--- config.mk ---
export PLATFORM = sky130hd
export DESIGN_NAME = lookup_table_pp_loader_flat
export DESIGN_NICKNAME = d
export VERILOG_FILES = /design/src/rtl/lookup_table_pp_loader_pkg.sv /design/src/rtl/lookup_table_pp_loader_if.sv /design/src/rtl/lookup_table_pp_loader_loader.sv /design/src/rtl/lookup_table_pp_loader.sv /design/src/flat_wrapper.sv
export SDC_FILE = /design/constraint.sdc
export NUM_CORES = 1
export LEC_CHECK = 0
export CAP_MARGIN = 20
export CELL_PAD_IN_SITES_DETAIL_PLACEMENT = 1
export CELL_PAD_IN_SITES_GLOBAL_PLACEMENT = 1
export CORE_MARGIN = 2
export CORE_UTILIZATION = 33
export DETAILED_ROUTE_END_ITERATION = 6
export GPL_TIMING_DRIVEN = 0
export HOLD_SLACK_MARGIN = 0.03
export PLACE_DENSITY_LB_ADDON = 0.1
export SYNTH_ARGS = -nofsm -noshare
export SYNTH_HDL_FRONTEND = slang
export SYNTH_SLANG_ARGS = --single-unit
--- constraint.sdc ---
create_clock -name clk -period 12.05 [get_ports clk]
set_clock_uncertainty 0.05 [all_clocks]
set_input_delay 2.41 -clock clk [delete_from_list [all_inputs] [get_ports clk]]
set_output_delay 2.41 -clock clk [all_outputs]
set_load 0.01 [all_outputs]
--- src/rtl/lookup_table_pp_loader_pkg.sv ---
`default_nettype none
// ==== lut_pp_pkg : shared types/constants for the ping-pong lookup table ====
// ==== rev 1.0                                                             ====
package lut_pp_pkg;

  typedef enum logic [1:0] {
    IDLE = 2'd0,
    REQ  = 2'd1,
    BEAT = 2'd2,
    SWAP = 2'd3
  } load_state_t;

  localparam int DEF_AXI_DATA_W = 32;
  localparam int BYTES_PER_BEAT = DEF_AXI_DATA_W / 8;
  localparam int DEF_ADDR_W     = 4;
  // RAM address is {bank, index}: the bank bit sits just above the index.
  localparam int BANK_SEL_BIT   = DEF_ADDR_W;

  function automatic int beat_bytes(input int data_w);
    return data_w / 8;
  endfunction

endpackage
`default_nettype wire

--- src/rtl/lookup_table_pp_loader_if.sv ---
`default_nettype none
// ==== lookup_table_pp_loader_if : read-only databus between loader and memory ====
// ==== rev 1.0                                                                  ====
interface lookup_table_pp_loader_if #(
  parameter int AXI_ADDR_W = 32,
  parameter int AXI_DATA_W = 32,
  parameter int LEN_W      = 8
);
  logic                    databus_valid_0;
  logic                    databus_ready_0;
  logic [AXI_ADDR_W-1:0]   databus_addr_0;
  logic [AXI_DATA_W-1:0]   databus_rdata_0;
  logic [AXI_DATA_W-1:0]   databus_wdata_0;
  logic [AXI_DATA_W/8-1:0] databus_wstrb_0;
  logic [LEN_W-1:0]        databus_len_0;
  logic                    databus_last_0;

  modport master (
    output databus_valid_0, databus_addr_0, databus_wdata_0,
           databus_wstrb_0, databus_len_0,
    input  databus_ready_0, databus_rdata_0, databus_last_0
  );

  modport slave (
    input  databus_valid_0, databus_addr_0, databus_wdata_0,
           databus_wstrb_0, databus_len_0,
    output databus_ready_0, databus_rdata_0, databus_last_0
  );
endinterface
`default_nettype wire

--- src/rtl/lookup_table_pp_loader_loader.sv ---
`default_nettype none
// ==== lut_burst_loader : splits a table load into databus bursts and writes ====
// ==== each beat into the RAM write port. rev 1.0                            ====
module lut_burst_loader
  import lut_pp_pkg::*;
#(
  parameter int DATA_W     = 32,
  parameter int ADDR_W     = 4,
  parameter int AXI_ADDR_W = 32,
  parameter int AXI_DATA_W = 32,
  parameter int LEN_W      = 8,
  parameter int MAX_BURST  = 8
) (
  input  logic                  clk,
  input  logic                  rst,
  input  logic                  run,
  input  logic                  disabled,
  input  logic                  ping_pong,
  input  logic                  bank_rd,
  input  logic [AXI_ADDR_W-1:0] ext_addr,
  input  logic [LEN_W-1:0]      length,
  lookup_table_pp_loader_if.master databus,
  output logic [ADDR_W:0]       wr_addr,
  output logic [DATA_W-1:0]     wr_data,
  output logic                  wr_en,
  output logic                  done,
  output logic                  bank_wr,
  output logic                  swap_en
);

  localparam int CNT_W       = ADDR_W + 1;
  localparam int TABLE_WORDS = 1 << ADDR_W;
  localparam int CAP         = (MAX_BURST < TABLE_WORDS) ? MAX_BURST : TABLE_WORDS;
  localparam logic [CNT_W-1:0]      WORDS_MAX = CNT_W'(TABLE_WORDS);
  localparam logic [CNT_W-1:0]      CAP_C     = CNT_W'(CAP);
  localparam logic [CNT_W-1:0]      ONE       = CNT_W'(1);
  localparam logic [AXI_ADDR_W-1:0] BPB_A     = AXI_ADDR_W'(beat_bytes(AXI_DATA_W));

  load_state_t           state, state_n;
  logic [AXI_ADDR_W-1:0] base, base_n;
  logic [CNT_W-1:0]      remaining, remaining_n;
  logic [CNT_W-1:0]      beats_done, beats_done_n;
  logic [CNT_W-1:0]      burst_len, burst_len_n;
  logic [CNT_W-1:0]      burst_cnt, burst_cnt_n;
  logic                  pp, pp_n;
  logic                  bank_wr_n;
  logic                  valid, valid_n;
  logic [AXI_ADDR_W-1:0] req_addr, req_addr_n;
  logic [LEN_W-1:0]      req_len, req_len_n;
  logic                  done_n;
  logic [CNT_W-1:0]      words_clamped;
  logic [CNT_W-1:0]      burst_now;
  logic                  unused_last;

  assign unused_last   = databus.databus_last_0;
  assign words_clamped = (int'(length) > TABLE_WORDS) ? WORDS_MAX : CNT_W'(length);
  assign burst_now     = (remaining > CAP_C) ? CAP_C : remaining;

  assign databus.databus_valid_0 = valid;
  assign databus.databus_addr_0  = req_addr;
  assign databus.databus_len_0   = req_len;
  assign databus.databus_wdata_0 = '0;
  assign databus.databus_wstrb_0 = '0;

  assign wr_addr = {bank_wr, beats_done[ADDR_W-1:0]};
  assign wr_data = DATA_W'(databus.databus_rdata_0);

  always_ff @(posedge clk or posedge rst) begin
    if (rst) begin
      state      <= IDLE;
      base       <= '0;
      remaining  <= '0;
      beats_done <= '0;
      burst_len  <= '0;
      burst_cnt  <= '0;
      pp         <= 1'b0;
      bank_wr    <= 1'b0;
      valid      <= 1'b0;
      req_addr   <= '0;
      req_len    <= '0;
      done       <= 1'b1;
    end else begin
      state      <= state_n;
      base       <= base_n;
      remaining  <= remaining_n;
      beats_done <= beats_done_n;
      burst_len  <= burst_len_n;
      burst_cnt  <= burst_cnt_n;
      pp         <= pp_n;
      bank_wr    <= bank_wr_n;
      valid      <= valid_n;
      req_addr   <= req_addr_n;
      req_len    <= req_len_n;
      done       <= done_n;
    end
  end

  // valid is registered: it rises on entry to BEAT and falls right after the
  // last beat, which gives the one-cycle gap before the next REQ.
  always_comb begin
    state_n      = state;
    base_n       = base;
    remaining_n  = remaining;
    beats_done_n = beats_done;
    burst_len_n  = burst_len;
    burst_cnt_n  = burst_cnt;
    pp_n         = pp;
    bank_wr_n    = bank_wr;
    valid_n      = valid;
    req_addr_n   = req_addr;
    req_len_n    = req_len;
    done_n       = done;
    wr_en        = 1'b0;
    swap_en      = 1'b0;
    case (state)
      IDLE: begin
        if (run && !disabled) begin
          base_n       = ext_addr;
          remaining_n  = words_clamped;
          beats_done_n = '0;
          pp_n         = ping_pong;
          bank_wr_n    = ping_pong ? ~bank_rd : bank_rd;
          if (words_clamped != '0) begin
            state_n = REQ;
            done_n  = 1'b0;
          end
        end
      end
      REQ: begin
        valid_n     = 1'b1;
        req_addr_n  = base + AXI_ADDR_W'(beats_done) * BPB_A;
        req_len_n   = LEN_W'(burst_now - ONE);
        burst_len_n = burst_now;
        burst_cnt_n = '0;
        state_n     = BEAT;
      end
      BEAT: begin
        if (databus.databus_ready_0) begin
          wr_en        = 1'b1;
          beats_done_n = beats_done + ONE;
          remaining_n  = remaining - ONE;
          burst_cnt_n  = burst_cnt + ONE;
          if (burst_cnt + ONE == burst_len) begin
            valid_n = 1'b0;
            state_n = (remaining != ONE) ? REQ : SWAP;
          end
        end
      end
      SWAP: begin
        swap_en = pp;
        done_n  = 1'b1;
        state_n = IDLE;
      end
      default: state_n = IDLE;
    endcase
  end

endmodule
`default_nettype wire

--- src/rtl/lookup_table_pp_loader.sv ---
`default_nettype none
// ==== lookup_table_pp_loader : ping-pong lookup table with burst loader ====
// ==== rev 1.0                                                           ====
module lookup_table_pp_loader
  import lut_pp_pkg::*;
#(
  parameter int DATA_W     = 32,
  parameter int ADDR_W     = 4,
  parameter int AXI_ADDR_W = 32,
  parameter int AXI_DATA_W = 32,
  parameter int LEN_W      = 8,
  parameter int MAX_BURST  = 8
) (
  input  logic                  clk,
  input  logic                  rst,
  input  logic                  run,
  input  logic                  running,
  output logic                  done,
  input  logic [ADDR_W-1:0]     in0,
  input  logic                  in0_valid,
  output logic [DATA_W-1:0]     out0,
  output logic                  out0_valid,
  input  logic [AXI_ADDR_W-1:0] ext_addr,
  input  logic [LEN_W-1:0]      length,
  input  logic                  pingPong,
  input  logic                  disabled,
  lookup_table_pp_loader_if.master databus,
  output logic [ADDR_W:0]       ext_dp_addr_0_port_0,
  output logic [DATA_W-1:0]     ext_dp_out_0_port_0,
  input  logic [DATA_W-1:0]     ext_dp_in_0_port_0,
  output logic                  ext_dp_enable_0_port_0,
  output logic                  ext_dp_write_0_port_0,
  output logic [ADDR_W:0]       ext_dp_addr_0_port_1,
  output logic [DATA_W-1:0]     ext_dp_out_0_port_1,
  input  logic [DATA_W-1:0]     ext_dp_in_0_port_1,
  output logic                  ext_dp_enable_0_port_1,
  output logic                  ext_dp_write_0_port_1
);

  logic bank_rd;
  logic bank_wr;
  logic swap_en;
  logic wr_en;
  logic rd_valid;
  logic unused_inputs;

  assign unused_inputs = ^{running, ext_dp_in_0_port_0};

  lut_burst_loader #(
    .DATA_W     (DATA_W),
    .ADDR_W     (ADDR_W),
    .AXI_ADDR_W (AXI_ADDR_W),
    .AXI_DATA_W (AXI_DATA_W),
    .LEN_W      (LEN_W),
    .MAX_BURST  (MAX_BURST)
  ) u_loader (
    .clk       (clk),
    .rst       (rst),
    .run       (run),
    .disabled  (disabled),
    .ping_pong (pingPong),
    .bank_rd   (bank_rd),
    .ext_addr  (ext_addr),
    .length    (length),
    .databus   (databus),
    .wr_addr   (ext_dp_addr_0_port_0),
    .wr_data   (ext_dp_out_0_port_0),
    .wr_en     (wr_en),
    .done      (done),
    .bank_wr   (bank_wr),
    .swap_en   (swap_en)
  );

  assign ext_dp_enable_0_port_0 = wr_en;
  assign ext_dp_write_0_port_0  = wr_en;

  // Read address uses the current bank_rd, so a swap committing on the same
  // edge only affects lookups issued afterwards.
  assign ext_dp_addr_0_port_1   = {bank_rd, in0};
  assign ext_dp_enable_0_port_1 = in0_valid;
  assign ext_dp_out_0_port_1    = '0;
  assign ext_dp_write_0_port_1  = 1'b0;

  always_ff @(posedge clk or posedge rst) begin
    if (rst) begin
      bank_rd <= 1'b0;
    end else if (swap_en) begin
      bank_rd <= bank_wr;
    end
  end

  always_ff @(posedge clk or posedge rst) begin
    if (rst) begin
      rd_valid   <= 1'b0;
      out0_valid <= 1'b0;
      out0       <= '0;
    end else begin
      rd_valid   <= in0_valid;
      out0_valid <= rd_valid;
      if (rd_valid) begin
        out0 <= ext_dp_in_0_port_1;
      end
    end
  end

endmodule
`default_nettype wire

--- src/flat_wrapper.sv ---
// flat-port wrapper written by rule: the top's interface ports become plain ports
module lookup_table_pp_loader_flat import lut_pp_pkg::*;
#(
  parameter int DATA_W     = 32,
  parameter int ADDR_W     = 4,
  parameter int AXI_ADDR_W = 32,
  parameter int AXI_DATA_W = 32,
  parameter int LEN_W      = 8,
  parameter int MAX_BURST  = 8
)
  (clk, rst, run, running, done, in0, in0_valid, out0, out0_valid, ext_addr, length, pingPong, disabled, ext_dp_addr_0_port_0, ext_dp_out_0_port_0, ext_dp_in_0_port_0, ext_dp_enable_0_port_0, ext_dp_write_0_port_0, ext_dp_addr_0_port_1, ext_dp_out_0_port_1, ext_dp_in_0_port_1, ext_dp_enable_0_port_1, ext_dp_write_0_port_1, databus_databus_valid_0, databus_databus_addr_0, databus_databus_wdata_0, databus_databus_wstrb_0, databus_databus_len_0, databus_databus_ready_0, databus_databus_rdata_0, databus_databus_last_0);
  lookup_table_pp_loader_if #(.AXI_ADDR_W(AXI_ADDR_W), .AXI_DATA_W(AXI_DATA_W), .LEN_W(LEN_W)) databus_i ();
  input  logic clk;
  input  logic rst;
  input  logic run;
  input  logic running;
  output logic done;
  input  logic [ADDR_W-1:0] in0;
  input  logic in0_valid;
  output logic [DATA_W-1:0] out0;
  output logic out0_valid;
  input  logic [AXI_ADDR_W-1:0] ext_addr;
  input  logic [LEN_W-1:0] length;
  input  logic pingPong;
  input  logic disabled;
  output logic [ADDR_W:0] ext_dp_addr_0_port_0;
  output logic [DATA_W-1:0] ext_dp_out_0_port_0;
  input  logic [DATA_W-1:0] ext_dp_in_0_port_0;
  output logic ext_dp_enable_0_port_0;
  output logic ext_dp_write_0_port_0;
  output logic [ADDR_W:0] ext_dp_addr_0_port_1;
  output logic [DATA_W-1:0] ext_dp_out_0_port_1;
  input  logic [DATA_W-1:0] ext_dp_in_0_port_1;
  output logic ext_dp_enable_0_port_1;
  output logic ext_dp_write_0_port_1;
  output wire logic [$bits(databus_i.databus_valid_0)-1:0] databus_databus_valid_0;
  output wire logic [$bits(databus_i.databus_addr_0)-1:0] databus_databus_addr_0;
  output wire logic [$bits(databus_i.databus_wdata_0)-1:0] databus_databus_wdata_0;
  output wire logic [$bits(databus_i.databus_wstrb_0)-1:0] databus_databus_wstrb_0;
  output wire logic [$bits(databus_i.databus_len_0)-1:0] databus_databus_len_0;
  input wire logic [$bits(databus_i.databus_ready_0)-1:0] databus_databus_ready_0;
  input wire logic [$bits(databus_i.databus_rdata_0)-1:0] databus_databus_rdata_0;
  input wire logic [$bits(databus_i.databus_last_0)-1:0] databus_databus_last_0;
  assign databus_databus_valid_0 = databus_i.databus_valid_0;
  assign databus_databus_addr_0 = databus_i.databus_addr_0;
  assign databus_databus_wdata_0 = databus_i.databus_wdata_0;
  assign databus_databus_wstrb_0 = databus_i.databus_wstrb_0;
  assign databus_databus_len_0 = databus_i.databus_len_0;
  assign databus_i.databus_ready_0 = databus_databus_ready_0;
  assign databus_i.databus_rdata_0 = databus_databus_rdata_0;
  assign databus_i.databus_last_0 = databus_databus_last_0;
  lookup_table_pp_loader #(.DATA_W(DATA_W), .ADDR_W(ADDR_W), .AXI_ADDR_W(AXI_ADDR_W), .AXI_DATA_W(AXI_DATA_W), .LEN_W(LEN_W), .MAX_BURST(MAX_BURST)) u_core (.clk(clk), .rst(rst), .run(run), .running(running), .done(done), .in0(in0), .in0_valid(in0_valid), .out0(out0), .out0_valid(out0_valid), .ext_addr(ext_addr), .length(length), .pingPong(pingPong), .disabled(disabled), .databus(databus_i), .ext_dp_addr_0_port_0(ext_dp_addr_0_port_0), .ext_dp_out_0_port_0(ext_dp_out_0_port_0), .ext_dp_in_0_port_0(ext_dp_in_0_port_0), .ext_dp_enable_0_port_0(ext_dp_enable_0_port_0), .ext_dp_write_0_port_0(ext_dp_write_0_port_0), .ext_dp_addr_0_port_1(ext_dp_addr_0_port_1), .ext_dp_out_0_port_1(ext_dp_out_0_port_1), .ext_dp_in_0_port_1(ext_dp_in_0_port_1), .ext_dp_enable_0_port_1(ext_dp_enable_0_port_1), .ext_dp_write_0_port_1(ext_dp_write_0_port_1));
endmodule
==> impl_metrics.env <==
export IMPL_outcome="finished, final reports clean"
export IMPL_seqPwrFrac=0.355
export IMPL_reg2reg_from="u_core.u_loader.beats_done[0]$_DFFE_PP0P_"
export IMPL_report_final_hold_viol_count=0
export IMPL_clkSinkCount=131
export IMPL_ctsHoldBuffers=0
export IMPL_pwr_density_cell_mw_per_mm2=209
export IMPL_critPathKind="input port to output pin"
export IMPL_initial_core_util=0.334
export IMPL_leakage_nw=4.50
export IMPL_required_ns=9.59
export IMPL_rrSetupSlack_ns=9.04
export IMPL_placed_cells=1200
export IMPL_maxSlewViolCount=0
export IMPL_cts_tree="done"
export IMPL_fp_dieW_um=149
export IMPL_crit_start="databus_databus_ready_0"
export IMPL_worst_skew_pair_late_latency_ns=0.43
export IMPL_num_vias=5755
export IMPL_async_flop_share=1.00
export IMPL_cts_max_path_buffers=2
export IMPL_ctsResizeCount=0
export IMPL_tightest_slew_ns=0.965
export IMPL_cts_setup_buffers=0
export IMPL_vdd_ir_drop_max_v=0.000102
export IMPL_synth_top_cell_area_share=0.466
export IMPL_synth_top_cells_by_count="dfrtp_1 (130), buf_4 (116), mux2_2 (75)"
export IMPL_synth_seq_area_share=0.470
export IMPL_min_path_type="register to register"
export IMPL_design_core_area_mm2=0.0209
export IMPL_synth_most_common_cell="dfrtp_1"
export IMPL_dp_hpwl_mm=16.1
export IMPL_layout_setup_ws_ns=5.35
export IMPL_tritoncts_num_buffers=17
export IMPL_clkTransAtPathRegs_ns=0.06
export IMPL_syn_to_final_growth_pct=46.1
export IMPL_yosys_area_top_type="dfrtp_1"
export IMPL_cts_root_buf="clkbuf_16"
export IMPL_worstPathArrival_ns=4.24
export IMPL_rows=53
export IMPL_cts_htree_levels=4
export IMPL_viasPerCell=4.67
export IMPL_post_place_ws_ns=5.31
export IMPL_yosys_warnings=0
export IMPL_die_h_um=149
export IMPL_firstDrtPassIters=4
export IMPL_grt_max_degree=72
export IMPL_initialDrtViolationCount=175
export IMPL_ant_nets=0
export IMPL_p_clk_frac=0.248
export IMPL_finalNonFillerCells=1233
export IMPL_slew_headroom=0.353
export IMPL_ys_ff_latch=131
export IMPL_synth_edf_count=0
export IMPL_whs_ns=0.327
export IMPL_fin_nets=1108
export IMPL_timing_final_crit_share=0.556
export IMPL_wl_per_cell_um=17.0
export IMPL_finalSetupViolCount=0
export IMPL_routabilityCongestion=0.851
export IMPL_max_freq_mhz=149
export IMPL_grt_util_all_layers=0.186
export IMPL_hp_start="u_core.rd_valid$_DFF_PP0_"
export IMPL_pin_count=338
export IMPL_setup_tns_ns=0
export IMPL_netSwitchingPower_mw=0.759
export IMPL_antenna_found_initial=1
export IMPL_p_comb_frac=0.398
export IMPL_numPortBuffers=198
export IMPL_worstSetupEndpointType="output pin"
export IMPL_period_needed_ns=6.70
export IMPL_start_kind="input port"
export IMPL_syn_inst=658
export IMPL_cap_viol_max_count=0
export IMPL_worstPathMaxFanout=10
export IMPL_die_area_mm2=0.0223
export IMPL_syn_area_mm2=0.00698
export IMPL_ys_top_cells_by_area="dfrtp_1 (47%), buf_4 (12%), mux2_2 (12%), o21ai_0 (2.7%), ha_1 (2.5%)"
export IMPL_syn_avg_cell_area_um2=10.6
export IMPL_grt_first_pass_wirelength_mm=32.1
export IMPL_grt_ovfl_total=0
export IMPL_rsz0062_at_grt="false"
export IMPL_routed_wl_mm=20.9
export IMPL_synthFlopType="dfrtp_1"
export IMPL_p_sw_frac=0.357
export IMPL_grt_pass1_vias=6013
export IMPL_p_int_mw=1.37
export IMPL_drc=0
export IMPL_synth_cell_types=53
export IMPL_drive_gt1_frac=0.241
==> layout make-up <==
cell class	count	area, um^2
fill	2335	10700
antenna	1	2.50
buffer	143	982
multi-input combinational	433	2910
inverter	19	76.3
sequential	131	3280
clock buffer	19	443
timing repair buffer	199	2010
clock inverter	13	159
tap	275	344
==> worst max-delay path, cell delays in order <==
cell	delay, ns
clkdlybuf4s50_1	0.50
clkbuf_1	0.40
nand2_1	0.16
inv_1	0.14
buf_4	0.11
clkdlybuf4s50_1	0.52
==> through the flow <==
step           cell area, um^2  power [mW]   util
2_1_floorplan             7240        1.21      -
3_3_place_gp              9560        1.58  0.458
3_5_place_dp              9600        1.61  0.459
4_1_cts                  10200        2.15  0.488
5_1_grt                  10200        2.27  0.488
6_report                 10200        2.13  0.488
==> power groups by stage <==
| stage | Combinational (mW) | Sequential (mW) | Clock (mW) |
|---|---|---|---|
| 2_1_floorplan | 0.460 | 0.748 | 0 |
| 3_3_place_gp | 0.826 | 0.750 | 0 |
| 3_5_place_dp | 0.851 | 0.760 | 0 |
| 4_1_cts | 0.859 | 0.755 | 0.539 |
| 5_1_grt | 0.932 | 0.780 | 0.560 |
| 6_report | 0.846 | 0.754 | 0.527 |
==> routing by layer <==
layer	vias up	GRT usage	share of wire
met3	25	0.0476	0.074
li1	2708	-	-
met1	2820	0.221	0.40
met2	202	0.330	0.51
met4	0	0.0571	0.016
met5	-	0	0
==> placed cells by master, fill, tap and decap left out, types with 18 or more instances in the layout <==
cell / count
a31oi_1: 26
buf_4: 116
clkbuf_1: 19
clkdlybuf4s50_1: 198
conb_1: 69
dfrtp_1: 130
inv_1: 18
mux2_2: 75
nand2_1: 27
nor2_1: 39
o21ai_0: 37
or3_1: 20
==> flip-flops by register name, summed over array words and instances, names as in the netlist <==
register / count
u_core.bank_rd: 1
u_core.u_loader.burst_cnt: 5
u_core.u_loader.databus.databus_addr_0: 32
u_core.out0_valid: 1
u_core.u_loader.remaining: 5
u_core.u_loader.databus.databus_len_0: 6
u_core.u_loader.beats_done: 5
u_core.u_loader.state: 2
u_core.u_loader.base: 32
u_core.u_loader.bank_wr: 1
u_core.u_loader.pp: 1
u_core.u_loader.databus.databus_valid_0: 1
u_core.u_loader.done: 1
u_core.u_loader.burst_len: 5
u_core.rd_valid: 1
u_core.out0: 32
==> kinds of logic (layout without fill, tap and decap cells) <==
logic type	Yosys count	in the layout	share of synthesized area
simple gates	146	146	0.110
xor+xnor	13	13	0.0163
flops	131	131	0.470
other cells	1	70	0.000537
mux	78	78	0.125
fa+ha+maj	15	15	0.0280
buf+inv	162	393	0.151
compound gates	112	112	0.0996
==> final timing paths <==
path                       depth (start not counted)                                                     to
hold / removal                                     0                            u_core.out0_valid$_DFF_PP0_
hold reg to reg                                    0                            u_core.out0_valid$_DFF_PP0_
setup / recovery                                   6                                  ext_dp_write_0_port_0
min in group asynchronous                          2               u_core.u_loader.burst_cnt[1]$_DFFE_PP0P_
setup reg to reg                                   9  u_core.u_loader.databus.databus_addr_0[8]$_DFFE_PP0P_
max in group asynchronous                          3                    u_core.u_loader.base[4]$_DFFE_PP0P_
(Power assumes the default switching activity.)
